`src/rtl/param_ram.sv`:
```
// Parameterised single-port RAM that clears itself to CLEAR_VAL after reset or on request.
// Define RAM_WR_FWD_EN for write-first collisions; otherwise same-address read/write is read-first.
module param_ram #(
    parameter int                 DATA_W    = 16,
    parameter int                 ADDR_W    = 4,
    parameter logic [DATA_W-1:0]  CLEAR_VAL = '0
) (
    input  logic              clk,
    input  logic              rst,
    input  logic              wr_en,
    input  logic              rd_en,
    input  logic [ADDR_W-1:0] address,
    input  logic [DATA_W-1:0] data_in,
    input  logic              clr_req,
    output logic [DATA_W-1:0] data_out,
    output logic              rd_valid,
    output logic              busy
);

    localparam int DEPTH = 2 ** ADDR_W;

    typedef enum logic {
        ST_CLEAR = 1'b0,
        ST_IDLE  = 1'b1
    } state_t;

    state_t            r_state;
    state_t            w_state_next;
    logic [ADDR_W-1:0] r_sweep_cnt;
    logic [ADDR_W-1:0] w_sweep_cnt_next;

    logic [DATA_W-1:0] r_mem [DEPTH];
    logic [DATA_W-1:0] r_data_out;
    logic              r_rd_valid;

    logic              w_mem_we;
    logic [ADDR_W-1:0] w_mem_addr;
    logic [DATA_W-1:0] w_mem_wdata;
    logic              w_rd_fire;
    logic [DATA_W-1:0] w_rd_data;

    always_ff @(posedge clk or posedge rst) begin
        if (rst) begin
            r_state     <= ST_CLEAR;
            r_sweep_cnt <= '0;
        end else begin
            r_state     <= w_state_next;
            r_sweep_cnt <= w_sweep_cnt_next;
        end
    end

    // The sweep owns the memory port; user strobes only reach it in IDLE.
    always_comb begin
        w_state_next     = r_state;
        w_sweep_cnt_next = r_sweep_cnt;
        w_mem_we         = 1'b0;
        w_mem_addr       = address;
        w_mem_wdata      = data_in;
        w_rd_fire        = 1'b0;
        case (r_state)
            ST_CLEAR: begin
                w_mem_we         = 1'b1;
                w_mem_addr       = r_sweep_cnt;
                w_mem_wdata      = CLEAR_VAL;
                w_sweep_cnt_next = r_sweep_cnt + 1'b1;
                if (&r_sweep_cnt) begin
                    w_state_next = ST_IDLE;
                end
            end
            ST_IDLE: begin
                w_mem_we         = wr_en;
                w_rd_fire        = rd_en;
                w_sweep_cnt_next = '0;
                if (clr_req) begin
                    w_state_next = ST_CLEAR;
                end
            end
            default: begin
                w_state_next     = ST_CLEAR;
                w_sweep_cnt_next = '0;
            end
        endcase
    end

    always_ff @(posedge clk) begin
        if (w_mem_we && !rst) begin
            r_mem[w_mem_addr] <= w_mem_wdata;
        end
    end

`ifdef RAM_WR_FWD_EN
    assign w_rd_data = wr_en ? data_in : r_mem[address];
`else
    assign w_rd_data = r_mem[address];
`endif

    always_ff @(posedge clk or posedge rst) begin
        if (rst) begin
            r_data_out <= '0;
            r_rd_valid <= 1'b0;
        end else begin
            r_rd_valid <= w_rd_fire;
            if (w_rd_fire) begin
                r_data_out <= w_rd_data;
            end
        end
    end

    assign data_out = r_data_out;
    assign rd_valid = r_rd_valid;
    assign busy     = (r_state == ST_CLEAR);

endmodule

```
`config.mk`:
```
export PLATFORM = sky130hd
export DESIGN_NAME = param_ram
export DESIGN_NICKNAME = d
export VERILOG_FILES = /design/src/rtl/param_ram.sv
export SDC_FILE = /design/constraint.sdc
export NUM_CORES = 1
export LEC_CHECK = 0
export BUFFER_PORTS_ARGS = -buffer_cell sky130_fd_sc_hd__buf_2
export CORE_MARGIN = 1
export CORE_UTILIZATION = 45
export DETAILED_ROUTE_END_ITERATION = 12
export SLEW_MARGIN = 20
export SYNTH_ARGS = -nofsm -noshare
export SYNTH_HDL_FRONTEND = slang
export SYNTH_SLANG_ARGS = --single-unit
```
`constraint.sdc`:
```
create_clock -name clk -period 2.4 [get_ports clk]
set_clock_uncertainty 0.05 [all_clocks]
set_input_delay 0.6 -clock clk [delete_from_list [all_inputs] [get_ports clk]]
set_output_delay 0.6 -clock clk [all_outputs]
set_load 0.03 [all_outputs]
```
After elaboration in Yosys (flattened, before gate mapping)
Memory sizes are Yosys's and may differ from the RTL's. A register that Yosys moved wholly into a read port is not among the register bits.
Cells that the tools add are included.
Operators by class
  reductions and logical operators: 3
  bitwise operators: 1
  add/subtract/negate cells: 1
  mux-type cells: 10
Operators with widths (count)
  2-to-1 mux 16 bit: 1
  case mux 4 bit (2 select lines): 1
  2-to-1 mux 1 bit: 5
  adder 4 x 1 -> 4 bit, second input constant: 1
  2-to-1 mux 4 bit: 1
  case mux 1 bit (2 select lines): 2
  AND reduction 4 bit: 1
  logical AND 1 bit: 1
  logical NOT 1 bit: 1
  inverter 1 bit: 1
Storage, ports and cells
  bits in registers: 6
  RAM bits: 256
  memories kept: 1
Memories
  r_mem: depth 16, bits a word 16, read ports 1, clocked after Yosys merged registers in 1, write ports 1, line 32  | logic [DATA_W-1:0] r_mem [DEPTH];

Logic depth before layout (Yosys ltp)
  word-level depth: 5
  depth in mapped cells: 7

Worst setup path after synthesis
Ideal clock, no wire load.
  path kind: in2reg
  start point: in rst
  end point: mem r_mem[10][0] (enable)
  setup slack: -0.174 ns
  required time: 1.962 ns
  arrival time: 2.136 ns
  cell stages on the path: 4
  library setup time: 0.388 ns
  buffers on the path: 0
  cell sequence: inv_1 -> and2_1 -> nand2_1 -> nor2_1
Between the ends
  longest elaborated chain between the ends: 4
Ends and longest elaborated chain
  start, declared: line 9  | input logic rst,
  logical NOT 1 bit (no line)
  logical AND 1 bit: line 86  | if (w_mem_we && !rst) begin
  2-to-1 mux 1 bit: line 86
  2-to-1 mux 1 bit (implied by the code): line 87  | r_mem[w_mem_addr] <= w_mem_wdata;
  end, declared: line 32
No other way between the ends.

Worst setup path after layout
  start point: reg r_state
  end point: out busy
Between the ends
  longest elaborated chain between the ends: 1
Ends and longest elaborated chain
  start, declared: line 27  | state_t r_state;
  start signal, assigned: line 47  | r_state <= w_state_next;
  inverter 1 bit
  end, declared: line 17  | output logic busy
No other way between the ends.

==> results.cfg <==
[sta]
drv_slew = 0
max_freq_mhz = 455
setup_violations = 0
slew_headroom = 0.582
period_share = 0.917
rsz0062_at_grt = false
hold_viol_final = 0
finalCriticalPeriod_ns = 2.20
tightest_slew_ns = 0.628

[worst_setup_path]
startpoint_type = flip-flop
crit_chain = inv_2, buf_2
critPathMaxStageDelay_ns = 0.64
crit_family = flip-flops
crit_type = reg2out
cp.arrival_ns = 1.55
r2r_start = r_state
timing.critical_path.from = r_state
end_kind = output pin
crit_buf_inv = 2
worst_path_max_delay_cell = dfrtp_1
worstPathRequired_ns = 1.75
cp_max_fo = 15

[cts]
post_cts_buffers = 0
cts-root-buf = clkbuf_16
clkTransAtPathRegs_ns = 0.06
clk_latency_ns = 0.55
cts_hold_repair.buffers = 0
cts_resized = 0
cts_sinks = 278
htree_levels = 1
cts_tree = yes
cts_buffers = 29
clock_path_buffers = 3

[power]
powerDensity_nw_per_um2 = 1030
leakage_nw = 4.72
vdd_drop_max_mv = 0.575

[global_routing]
grt_pass1_wl_microns = 36000
first_global_vias = 6033
met2_usage = 0.325
met3_usage = 0.0298
met1_usage = 0.270
top_usage_layer = met2
grt_antenna_before_repair = 0
grt_start_max_net_pins = 61
grt_overflow = 0
grt_usage = 0.199

[logic_synthesis]
synth_cell_types = 31
syn-num-nets = 686
synth_seq_cells = 278
synth_edf_count = 256
synth_seq_area_share = 0.751
async_flop_share = 0.0791
yosys_warnings = 0
synth.avg_cell_area_sq_um = 16.6
syn-cell-area_sq_um = 11000
synth_flop_cell = edfxtp_1
synthCells = 660

[place]
gp_congestion = 0.793
numPortBuffers = 42
place_hpwl_microns = 14300
place_area_sq_um = 11800

[finish]
final_cell_mix = edfxtp_1 (256), mux2i_1 (129), nand2_1 (53)
fin_nets = 761
synthToLayoutAreaGrowth_pct = 16.5
fillers = 1925
n_antenna_cell = 0
drive_gt1_frac = 0.203
final_common_cell = edfxtp_1
final_util = 0.539
design_area_sq_um = 12800

[run_status]
status = complete, no violations

[die]
die-area_sq_um = 25000
die_h_microns = 158
io_pins = 43
initial_core_util = 0.463
dieWidth_microns = 158
core.rowCount = 56
core_area_sq_um = 23700

[drt]
drtIter0Drc = 389
via_per_inst = 5.50
drt-wirelength-per-cell_microns = 22.1
postRouteAntennaNets = 0
routed_wl_microns = 23800
num_vias = 5919
dr.pass1.iters = 7
drc = 0

[job]
maxCapViolCount = 0

[min_path]
hp-class = in2async
## area by class of cell
type	instances	area (sq um)	share of cell area
sequential	278	8240	0.645
multi-input combinational	340	2510	0.196
clock buffer	32	747	0.0585
timing repair buffer	81	622	0.0487
tap	319	399	0.0313
clock inverter	22	240	0.0188
inverter	5	18.8	0.00147
## power by group
part / leakage [nW] / switching (W) / total, W / internal (W)
Combinational: 1.58 / 0.00152 / 0.00215 / 0.000626
Clock: 0.492 / 0.00179 / 0.00457 / 0.00278
Sequential: 2.65 / 0.000250 / 0.00641 / 0.00616
## cell families (layout without fill, tap and decap cells)
| family | after synthesis | count (layout) | share of synthesized area |
|---|---|---|---|
| simple gates | 153 | 153 | 0.0663 |
| buf+inv | 42 | 140 | 0.0245 |
| mux | 129 | 129 | 0.118 |
| fa+ha+maj | 1 | 1 | 0.00114 |
| xor+xnor | 2 | 2 | 0.00160 |
| compound gates | 55 | 55 | 0.0375 |
| flops | 278 | 278 | 0.751 |
## synthesized netlist by cell type (all sizes together), types with 2 or more instances
cell type | number | area (sq um)
edfxtp | 256 | 7690
mux2i | 129 | 1290
nand2 | 54 | 205
a22oi | 48 | 360
nand3 | 34 | 170
buf | 27 | 204
nor2 | 23 | 88.8
dfrtp | 22 | 551
and2 | 18 | 113
nand4 | 17 | 106
clkbuf | 10 | 46.3
inv | 5 | 18.8
nor2b | 3 | 18.8
o21ai | 3 | 15.0
and3 | 2 | 12.5
xnor2 | 2 | 17.5
## final timing paths
check	end	slack, ns	depth (start not counted)
max	busy	0.20	2
min	data_out[12]	0.13	3
max reg2reg	r_mem[6][2]	0.20	5
min reg2reg	data_out[7]	0.43	2
max in group asynchronous	data_out[5]	1.85	3
min in group clk	r_state	0.18	2
## metal layers
layer  up-vias  part of all wire
met5         -                 0
met4         0             0.032
met3        46             0.045
met2       169              0.48
met1      2998              0.44
li1       2706                 -
## flip-flops by register name, indices dropped and copies added (netlist names)
name         flops
r_mem          256
data_out        16
r_sweep_cnt      4
r_state          1
rd_valid         1
## tightest hold or removal path: stages
cell and delay (ns):
buf_2 0.11, inv_1 0.06, buf_4 0.38
## metrics by stage
step	instances	TNS, ns	total power (W)	hold WS (ns)	setup slack (ns)
floorplan	660	-19.08	0.00777	0.465	-0.174
global placement	1023	0	0.00858	0.412	0.365
detailed placement	1023	0	0.00867	0.419	0.245
CTS	1077	0	0.0132	0.124	0.194
global route	1077	0	0.0136	0.135	0.110
finish	1077	0	0.0131	0.125	0.200
Power figures use the tool's default switching activity.
